## src/rtl/jtopl_wrqueue.sv

```systemverilog
// -----------------------------------------------------------------------------
// jtopl_wrqueue
//
// Purpose
//    Write queue sitting in front of the OPL2 core's CPU bus. The host pushes
//    (register, value) pairs at full clock rate. Each pair is replayed as an
//    address-port write followed by a data-port write. The inter-write waits
//    the OPL2 needs are inserted here and counted in cen ticks, so the host
//    never has to poll the chip or busy-wait.
//
// Parameters
//    AW         FIFO depth is 2**AW entries of {reg[7:0], val[7:0]}
//    ADDR_WAIT  cen ticks idle after the address strobe (1..255)
//    DATA_WAIT  cen ticks idle after the data strobe (1..255)
//
// Ports
//    clk        system clock
//    rst_n      asynchronous active-low reset
//    cen        clock enable shared with the OPL core
//    in_valid   host write request
//    in_ready   FIFO can accept (transfer on in_valid & in_ready at clk edge)
//    in_reg     OPL register index
//    in_val     value for that register
//    flush      discard all queued entries (an in-flight pair still completes)
//    level      entries currently queued, excluding the in-flight pair
//    busy       registered: FSM not idle or entries queued
//    opl_addr   0 = address port, 1 = data port
//    opl_din    byte presented to the core
//    opl_cs_n   chip select to the core (active low)
//    opl_wr_n   write strobe to the core (always equal to opl_cs_n)
// -----------------------------------------------------------------------------
module jtopl_wrqueue #(
   parameter int AW        = 4,
   parameter int ADDR_WAIT = 12,
   parameter int DATA_WAIT = 84
) (
   input  logic          clk,
   input  logic          rst_n,
   input  logic          cen,
   input  logic          in_valid,
   output logic          in_ready,
   input  logic [7:0]    in_reg,
   input  logic [7:0]    in_val,
   input  logic          flush,
   output logic [AW:0]   level,
   output logic          busy,
   output logic          opl_addr,
   output logic [7:0]    opl_din,
   output logic          opl_cs_n,
   output logic          opl_wr_n
);

   localparam int         DEPTH     = 1 << AW;
   localparam logic [7:0] ADDR_LAST = 8'(ADDR_WAIT - 1);
   localparam logic [7:0] DATA_LAST = 8'(DATA_WAIT - 1);

   typedef enum logic [2:0] {
      ST_IDLE,
      ST_ASTB,
      ST_AWAIT,
      ST_DSTB,
      ST_DWAIT
   } state_t;

   // ---------------------------------------------------------------------------
   // FIFO storage and pointers
   // ---------------------------------------------------------------------------
   logic [15:0]   mem_q [DEPTH];
   logic [AW:0]   wr_ptr_q, wr_ptr_d;
   logic [AW:0]   rd_ptr_q, rd_ptr_d;
   logic [AW:0]   level_d;
   logic [15:0]   rd_word;
   logic          full;
   logic          empty;
   logic          push_ok;
   logic          pop;

   // FSM state and registered outputs
   state_t        state_q;
   logic [7:0]    cnt_q;
   logic [7:0]    val_q;
   logic          opl_addr_q;
   logic [7:0]    opl_din_q;
   logic          opl_cs_n_q;
   logic          busy_q;
   logic          busy_d;
   logic          idle_next;

   // Full when the indices match but the wrap bits differ.
   assign full  = (wr_ptr_q[AW] != rd_ptr_q[AW]) &&
                  (wr_ptr_q[AW-1:0] == rd_ptr_q[AW-1:0]);
   assign empty = (wr_ptr_q == rd_ptr_q);

   // A push during flush is dropped; ready is purely a function of the
   // registered pointers so a same-cycle pop cannot make room for a push.
   assign push_ok = in_valid && !full && !flush;

   // Pops only start a new pair from IDLE; flush wins so a discarded entry
   // never reaches the bus.
   assign pop = (state_q == ST_IDLE) && !empty && !flush;

   assign wr_ptr_d = wr_ptr_q + {{AW{1'b0}}, push_ok};
   assign rd_ptr_d = flush ? wr_ptr_q : (rd_ptr_q + {{AW{1'b0}}, pop});
   assign level_d  = wr_ptr_d - rd_ptr_d;

   assign rd_word  = mem_q[rd_ptr_q[AW-1:0]];

   always_ff @(posedge clk) begin
      if (push_ok) begin
         mem_q[wr_ptr_q[AW-1:0]] <= {in_reg, in_val};
      end
   end

   always_ff @(posedge clk or negedge rst_n) begin
      if (!rst_n) begin
         wr_ptr_q <= '0;
         rd_ptr_q <= '0;
      end else begin
         wr_ptr_q <= wr_ptr_d;
         rd_ptr_q <= rd_ptr_d;
      end
   end

   // ---------------------------------------------------------------------------
   // busy tracks the state the FSM will be in after this edge, so it drops in
   // the first IDLE cycle following DWAIT when nothing is left queued.
   // ---------------------------------------------------------------------------
   always_comb begin
      idle_next = 1'b0;
      if (state_q == ST_IDLE && !pop) begin
         idle_next = 1'b1;
      end else if (state_q == ST_DWAIT && cen && cnt_q == DATA_LAST) begin
         idle_next = 1'b1;
      end
      busy_d = !idle_next || (level_d != '0);
   end

   // ---------------------------------------------------------------------------
   // Write sequencer. Outputs are set on the transition into each state so the
   // bus sees clean registered strobes. Each strobe is held until a cen cycle,
   // which guarantees the core samples exactly one write per strobe.
   // ---------------------------------------------------------------------------
   always_ff @(posedge clk or negedge rst_n) begin
      if (!rst_n) begin
         state_q    <= ST_IDLE;
         cnt_q      <= '0;
         val_q      <= '0;
         opl_addr_q <= 1'b0;
         opl_din_q  <= '0;
         opl_cs_n_q <= 1'b1;
         busy_q     <= 1'b0;
      end else begin
         busy_q <= busy_d;
         case (state_q)
            ST_IDLE: begin
               if (pop) begin
                  state_q    <= ST_ASTB;
                  val_q      <= rd_word[7:0];
                  opl_addr_q <= 1'b0;
                  opl_din_q  <= rd_word[15:8];
                  opl_cs_n_q <= 1'b0;
               end
            end
            ST_ASTB: begin
               if (cen) begin
                  state_q    <= ST_AWAIT;
                  cnt_q      <= '0;
                  opl_cs_n_q <= 1'b1;
               end
            end
            ST_AWAIT: begin
               // opl_din keeps the register index while waiting.
               if (cen) begin
                  if (cnt_q == ADDR_LAST) begin
                     state_q    <= ST_DSTB;
                     opl_addr_q <= 1'b1;
                     opl_din_q  <= val_q;
                     opl_cs_n_q <= 1'b0;
                  end else begin
                     cnt_q <= cnt_q + 8'd1;
                  end
               end
            end
            ST_DSTB: begin
               if (cen) begin
                  state_q    <= ST_DWAIT;
                  cnt_q      <= '0;
                  opl_cs_n_q <= 1'b1;
               end
            end
            ST_DWAIT: begin
               if (cen) begin
                  if (cnt_q == DATA_LAST) begin
                     state_q <= ST_IDLE;
                  end else begin
                     cnt_q <= cnt_q + 8'd1;
                  end
               end
            end
            default: begin
               state_q    <= ST_IDLE;
               opl_cs_n_q <= 1'b1;
            end
         endcase
      end
   end

   assign in_ready = !full;
   assign level    = wr_ptr_q - rd_ptr_q;
   assign busy     = busy_q;
   assign opl_addr = opl_addr_q;
   assign opl_din  = opl_din_q;
   // One register drives both strobes so they can never disagree.
   assign opl_cs_n = opl_cs_n_q;
   assign opl_wr_n = opl_cs_n_q;

endmodule

```

## config.mk

```make
export PLATFORM = sky130hd
export DESIGN_NAME = jtopl_wrqueue
export DESIGN_NICKNAME = d
export VERILOG_FILES = /design/src/rtl/jtopl_wrqueue.sv
export SDC_FILE = /design/constraint.sdc
export NUM_CORES = 1
export LEC_CHECK = 0
export BUFFER_PORTS_ARGS = -buffer_cell sky130_fd_sc_hd__buf_2
export CORE_MARGIN = 2
export CORE_UTILIZATION = 36
export CTS_BUF_LIST = sky130_fd_sc_hd__clkbuf_2
export DETAILED_ROUTE_END_ITERATION = 10
export PLACE_DENSITY = 0.51
export SYNTH_ARGS = -nofsm -noshare
export SYNTH_HDL_FRONTEND = slang
export SYNTH_SLANG_ARGS = --single-unit
```

## constraint.sdc

```tcl
create_clock -name clk -period 5.8 [get_ports clk]
set_input_delay 1.45 -clock clk [delete_from_list [all_inputs] [get_ports clk]]
set_output_delay 1.45 -clock clk [all_outputs]
set_load 0.01 [all_outputs]
```

# Yosys cells after proc, flatten, opt, wreduce, memory -nomap -nowiden
# Memory sizes are Yosys's and may differ from the RTL's.
# Cells that the tools add are included.
dict set report word_totals {
  regBits 40
  ramBits 256
  output_inout_bits 18
  wordCells 90
  mem_count 1
}
# memory depth word_bits read_ports rd_ports_with_merged_regs write_ports line
set memory_table {}
lappend memory_table {mem_q 16 16 1 0 1 68} ;# logic [15:0] mem_q [DEPTH];
dict set report classes {
  add_sub_neg 5
  eq_ne 19
  muxes 31
  bitwise 1
  reduce_logical 24
}
# op n
set ops {}
lappend ops {{two-way mux 8 bit} 8}
lappend ops {{case mux 8 bit (3 select lines)} 1}
lappend ops {{two-way mux 3 bit} 7}
lappend ops {{!= test 2 bit (second input constant)} 8}
lappend ops {{case mux 8 bit (2 select lines)} 1}
lappend ops {{case mux 3 bit (5 select lines)} 1}
lappend ops {{adder 5 x 1 -> 5 bit} 2}
lappend ops {{two-way mux 1 bit} 10}
lappend ops {{subtractor 5 bit} 2}
lappend ops {{adder 8 x 1 -> 8 bit (second input constant)} 1}
lappend ops {{equality test 8 x 4 -> 1 bit (second input constant)} 1}
lappend ops {{equality test 8 x 7 -> 1 bit (second input constant)} 1}
lappend ops {{logical AND 1 bit} 8}
lappend ops {{AND reduction 7 bit} 1}
lappend ops {{equality test 3 x 2 -> 1 bit (second input constant)} 2}
lappend ops {{AND reduction 6 bit} 1}
lappend ops {{equality test 5 bit} 1}
lappend ops {{zero test 1 bit} 5}
lappend ops {{two-way mux 5 bit} 1}
lappend ops {{AND reduction 5 bit} 1}
lappend ops {{nonzero test 5 bit} 1}
lappend ops {{equality test 4 bit} 1}
lappend ops {{!= test 2 x 1 -> 1 bit (second input constant)} 2}
lappend ops {{case mux 1 bit (4 select lines)} 1}
lappend ops {{other kinds (12)} 12}

# Logic depth before layout (Yosys ltp)
dict set report logic_depth {
  ltp_word 9
  mapped_depth 19
}

# Worst setup path before layout
# No wires, ideal clock.
dict set report synth_timing {
  path_type {reg2reg}
  start {reg rd_ptr_q[1]}
  end {reg busy_q (netlist: busy)}
  setup_time_ns 0.119
  t_arrival_ns 3.906
  path_slack_ns 1.774
  path_stages_with_launch 18
  path_buffers 3
  period_less_slack_ns 4.026
  cell_sequence {dfrtp_1 -> clkbuf_1 -> buf_1 -> buf_1 -> inv_1 -> ha_1 -> and4_1 -> a21oi_1 -> o211ai_2 -> a21oi_4 -> ha_1 -> ha_1 -> mux2i_1 -> ha_1 -> a21oi_1 -> o221a_2 -> o21ai_0 -> a21bo_2}
}
dict set report synth_between {
  elab_chain_cells 9
  elab_cells_between_ends 19
  classes_between {add/sub: 3; eq/ne: 2; mux: 2; reduce/logical: 12}
}
# element line
set synth_rtl {}
lappend synth_rtl {{from (decl)} 70} ;# logic [AW:0] rd_ptr_q, rd_ptr_d;
lappend synth_rtl {{from (signal assigned)} 120} ;# rd_ptr_q <= rd_ptr_d;
lappend synth_rtl {{equality test 5 bit / equality test 4 bit (equally long branches)} {92, 91}}
lappend synth_rtl {{zero test 1 bit / logical AND 1 bit (equally long branches)} {100, 90}}
lappend synth_rtl {{logical AND 1 bit / zero test 1 bit (equally long branches)} {100, 96}}
lappend synth_rtl {{logical AND 1 bit, on equally long branches} {100, 96}}
lappend synth_rtl {{adder 5 x 1 -> 5 bit, or another cell as far along} 103} ;# assign rd_ptr_d = flush ? wr_ptr_q : (rd_ptr_q + {{AW{1'b0}}, pop});
lappend synth_rtl {{two-way mux 5 bit, or another cell as far along} 103}
lappend synth_rtl {{subtractor 5 bit / two-way mux 1 bit (equally long branches)} {104, 130}}
lappend synth_rtl {{nonzero test 5 bit / zero test 1 bit (equally long branches)} 135} ;# busy_d = !idle_next || (level_d != '0);
lappend synth_rtl {{logical OR 1 bit *} 135}
lappend synth_rtl {{named net busy_d} 86} ;# logic busy_d;
lappend synth_rtl {{to (signal assigned)} 153} ;# busy_q <= busy_d;
lappend synth_rtl {{to (decl)} 85} ;# logic busy_q;
# The timed path passes the listed nets; every way through them passes the cells marked *.
# A chain may end at the register's enable or synchronous reset.

# Final worst setup path
dict set report layout_timing {
  start {reg rd_ptr_q[3]}
  end {reg busy_q (netlist: busy)}
}
# Same word-level chain as after synthesis.

==> flow_summary_export.csv <==
group,metric,value,unit
sta,finClkSkew,109,ps
critical_path,arrival,5210,ps
synthesis,yosys.cell_count.top_type,"edfxtp_1",
die,floorplan.core_area,33400,um2
clocking,clk_root_buffer_cell,"clkbuf_2",
power_and_ir_drop,vdd.ir_drop.worst,0.187,mV
synthesis,postSynthNetCount,703,
critical_path,rrSetupSlack,1370,ps
clocking,htree_levels,3,
min_path,min_to,"val_q[7]",
sta,fin_tns_setup,0,ps
die,ios,39,
synthesis,cells_after_synth,669,
sta,finalHoldViolations,0,
critical_path,critical_path.endpoint_type,"register",
synthesis,ys_async_sr_fraction,13.5,%
global_route,grt_first_pass_wirelength,41800,um
synthesis,syn-cell-area,12100,um2
job,drv_cap,0,
clocking,postCtsHoldBufs,0,
synthesis,synth_seq_area_share,71.6,%
die,floorplan.die_area,35200,um2
min_path,holdCritPathClass,"register to register",
global_route,grt.overflow.total,0,
global_route,number_of_global_route_vias_before_repair,6839,
synthesis,complex_gate_fraction_of_the_synthesized_area,5.43,%
placed_design,detailedPlace.worstSlack,1350,ps
synthesis,postSynthAreaPerCell,18.1,um2
synthesis,synth-simple-area-share,4.38,%
finish,finalNetCount,808,
placed_design,dpl_cell_area,12900,um2
global_route,grt_antenna_before_repair,1,
power_and_ir_drop,static_leakage_power,4.84,nW
synthesis,synth_top_flop_cell,"edfxtp_1",
clocking,worstSkewPairLatency,920,ps
sta,maxSlewHeadroom,22.6,%
routing,first_iter_violations,447,
synthesis,synth_top_family_by_area,"multiplexers",
synthesis,synthesis.yosys.warnings,0,
synthesis,synth_top_area_share,63.4,%
finish,post_route_cells_drive_above_1_share,33.9,%
clocking,tritoncts,"done",
clocking,clock_path_buffers,3,
sta,maxClockFrequency,225,MHz
clocking,clkSinkCount,296,
outcome,status,"complete, no violations",
clocking,clk_pin_slew_worst_paths,100,ps
synthesis,synth-edff-count,256,
clocking,postCtsSetupRepairBufs,0,
sta,layout_setup_ws,1370,ps
critical_path,regToRegStartpoint,"rd_ptr_q[3]",
critical_path,worst_ep_required_time,6570,ps
critical_path,r2r.worst_path.cells,14,
placed_design,port_buffer_count,38,
synthesis,post_synth_num_cell_types,58,
sta,pins_over_their_slew_limit,0,
die,floorplan.rows,67,
placed_design,detailedPlacementHpwl,16500,um
routing,avgRoutedWirePerCell,21.9,um
min_path,holdPathStages,1,
clocking,ctsResizeCount,0,
sta,timing.final.crit_period,4430,ps
synthesis,yosys_top_cell_by_area,"edfxtp_1",
routing,dr_total_vias,6628,
critical_path,path_max_fanout,18,
critical_path,worst_r2r_dst,"busy",
global_route,largest_net_degree_at_the_start_of_global_routing,53,
power_and_ir_drop,cellPowerDensity,469,nW/um2
finish,area.growth.synth_to_final,12.7,%
placed_design,gpl.final_weighted_congestion,0.813,
global_route,track_usage,16.2,%
critical_path,crit_path_start_kind,"register",
synthesis,synth.area.mux_share,14.2,%
synthesis,ys_top_cells_by_count,"256 x edfxtp_1, 56 x mux4_2, 40 x nor2_1",
routing,drt_first_pass_iters,5,
routing,vias_per_cell,5.19,
clocking,numCtsBuffers,76,
routing,route.final.wire_length,27900,um
finish,fin_util,41.0,%
die,die_w,188,um
sta,unrepaired_setup_endpoints_after_global_routing,"false",
routing,antenna_left,0,
synthesis,synth_xor_area_share,1.01,%
sta,worstMarginPinSlew,1150,ps
sta,setup_viol,0,
die,die_h,188,um
synthesis,synthAdderAreaFrac,1.40,%
finish,finish.instance_area,13700,um2
routing,post-route-drc-count,0,
min_path,hold_start,"val_q[7]",
synthesis,total_of_flip_flops_plus_latches_after_synthesis,296,
critical_path,worstSetupPathType,"register to register",
die,floorplan.initialDensity,36.4,%
sta,min_period_over_period,76.5,%
synthesis,synth_top_cells_by_area,"edfxtp_1 63%, mux4_2 10%, dfrtp_1 8.0%",
-- layout by cell type (no fill, tap or decap), drive strengths merged, types with 4 or more instances in the layout --
| cell type | count |
|---|---|
| clkinv | 13 |
| xor2 | 5 |
| edfxtp | 256 |
| or3 | 6 |
| clkbuf | 113 |
| buf | 62 |
| a22o | 10 |
| nand2b | 6 |
| ha | 12 |
| a22oi | 8 |
| a21oi | 12 |
| nand3 | 17 |
| nand2 | 9 |
| xnor2 | 9 |
| inv | 19 |
| mux2 | 10 |
| mux2i | 35 |
| mux4 | 56 |
| nor3 | 4 |
| a221oi | 17 |
| o21ai | 20 |
| dfrtp | 39 |
| nor2b | 4 |
| nor2 | 40 |
-- worst max path at each step --
| stage | from | end | slack, ps | depth (start not counted) |
|---|---|---|---|---|
| finish | rd_ptr_q[3] | busy | 1370 | 14 |
| global route | rd_ptr_q[3] | busy | 1080 | 15 |
| CTS | rd_ptr_q[0] | level[4] | 1220 | 7 |
| detailed placement | rd_ptr_q[3] | busy | 1350 | 14 |
| global placement | cen | busy | 1510 | 15 |
| floorplan | rd_ptr_q[1] | busy | 1770 | 17 |
-- state kept, by name, indices dropped and copies added, names as in the netlist --
name,count
busy,1
state_q,3
opl_cs_n,1
cnt_q,8
mem_q,256
wr_ptr_q,5
opl_addr,1
val_q,8
rd_ptr_q,5
opl_din,8
-- per-layer routing --
metal | track usage [%] | share of wire, % | wire length (um)
met5 | 0 | 0 | 0
met4 | 7.06 | 2.3 | 637
met3 | 4.34 | 6.5 | 1800
met2 | 25.9 | 49 | 13600
met1 | 20.9 | 43 | 11900
-- power breakdown --
group	internal [mW]	switching (mW)
sequential	2.53	0.247
combinational	1.02	1.16
clock	0.650	0.815
-- layout make-up --
class | count | area (um2)
fill | 3083 | 19700
sequential | 296 | 8690
multi-input combinational | 320 | 3260
clock buffer | 113 | 566
tap | 448 | 561
timing repair buffer | 62 | 370
clock inverter | 18 | 159
inverter | 18 | 67.6
antenna | 1 | 2.50
-- critical path, stage by stage (launching register included) --
cell and delay [ps]:
dfrtp_1 710, inv_2 410, ha_1 440, and4_1 180, a21oi_1 240, o211ai_2 140, a21oi_4 380, ha_1 270
ha_1 240, mux2i_1 190, ha_1 290, a21oi_1 270, o221a_2 230, o21ai_0 100, a21bo_2 230
-- logic make-up after synthesis --
kind of cell    Yosys count
compound gates           87
buf+inv                  53
fa+ha+maj                13
simple gates            105
flops                   296
mux                     101
xor+xnor                 14
-- stage by stage --
stage / total power [mW] / instances / hold WS, ps
global placement: 5.00 / 1144 / 491
detailed placement: 5.04 / 1144 / 499
global route: 6.84 / 1276 / 540
floorplan: 4.37 / 669 / 481
finish: 6.42 / 1276 / 515
CTS: 6.53 / 1275 / 521
Note: power is estimated with default switching activity, not from simulation.
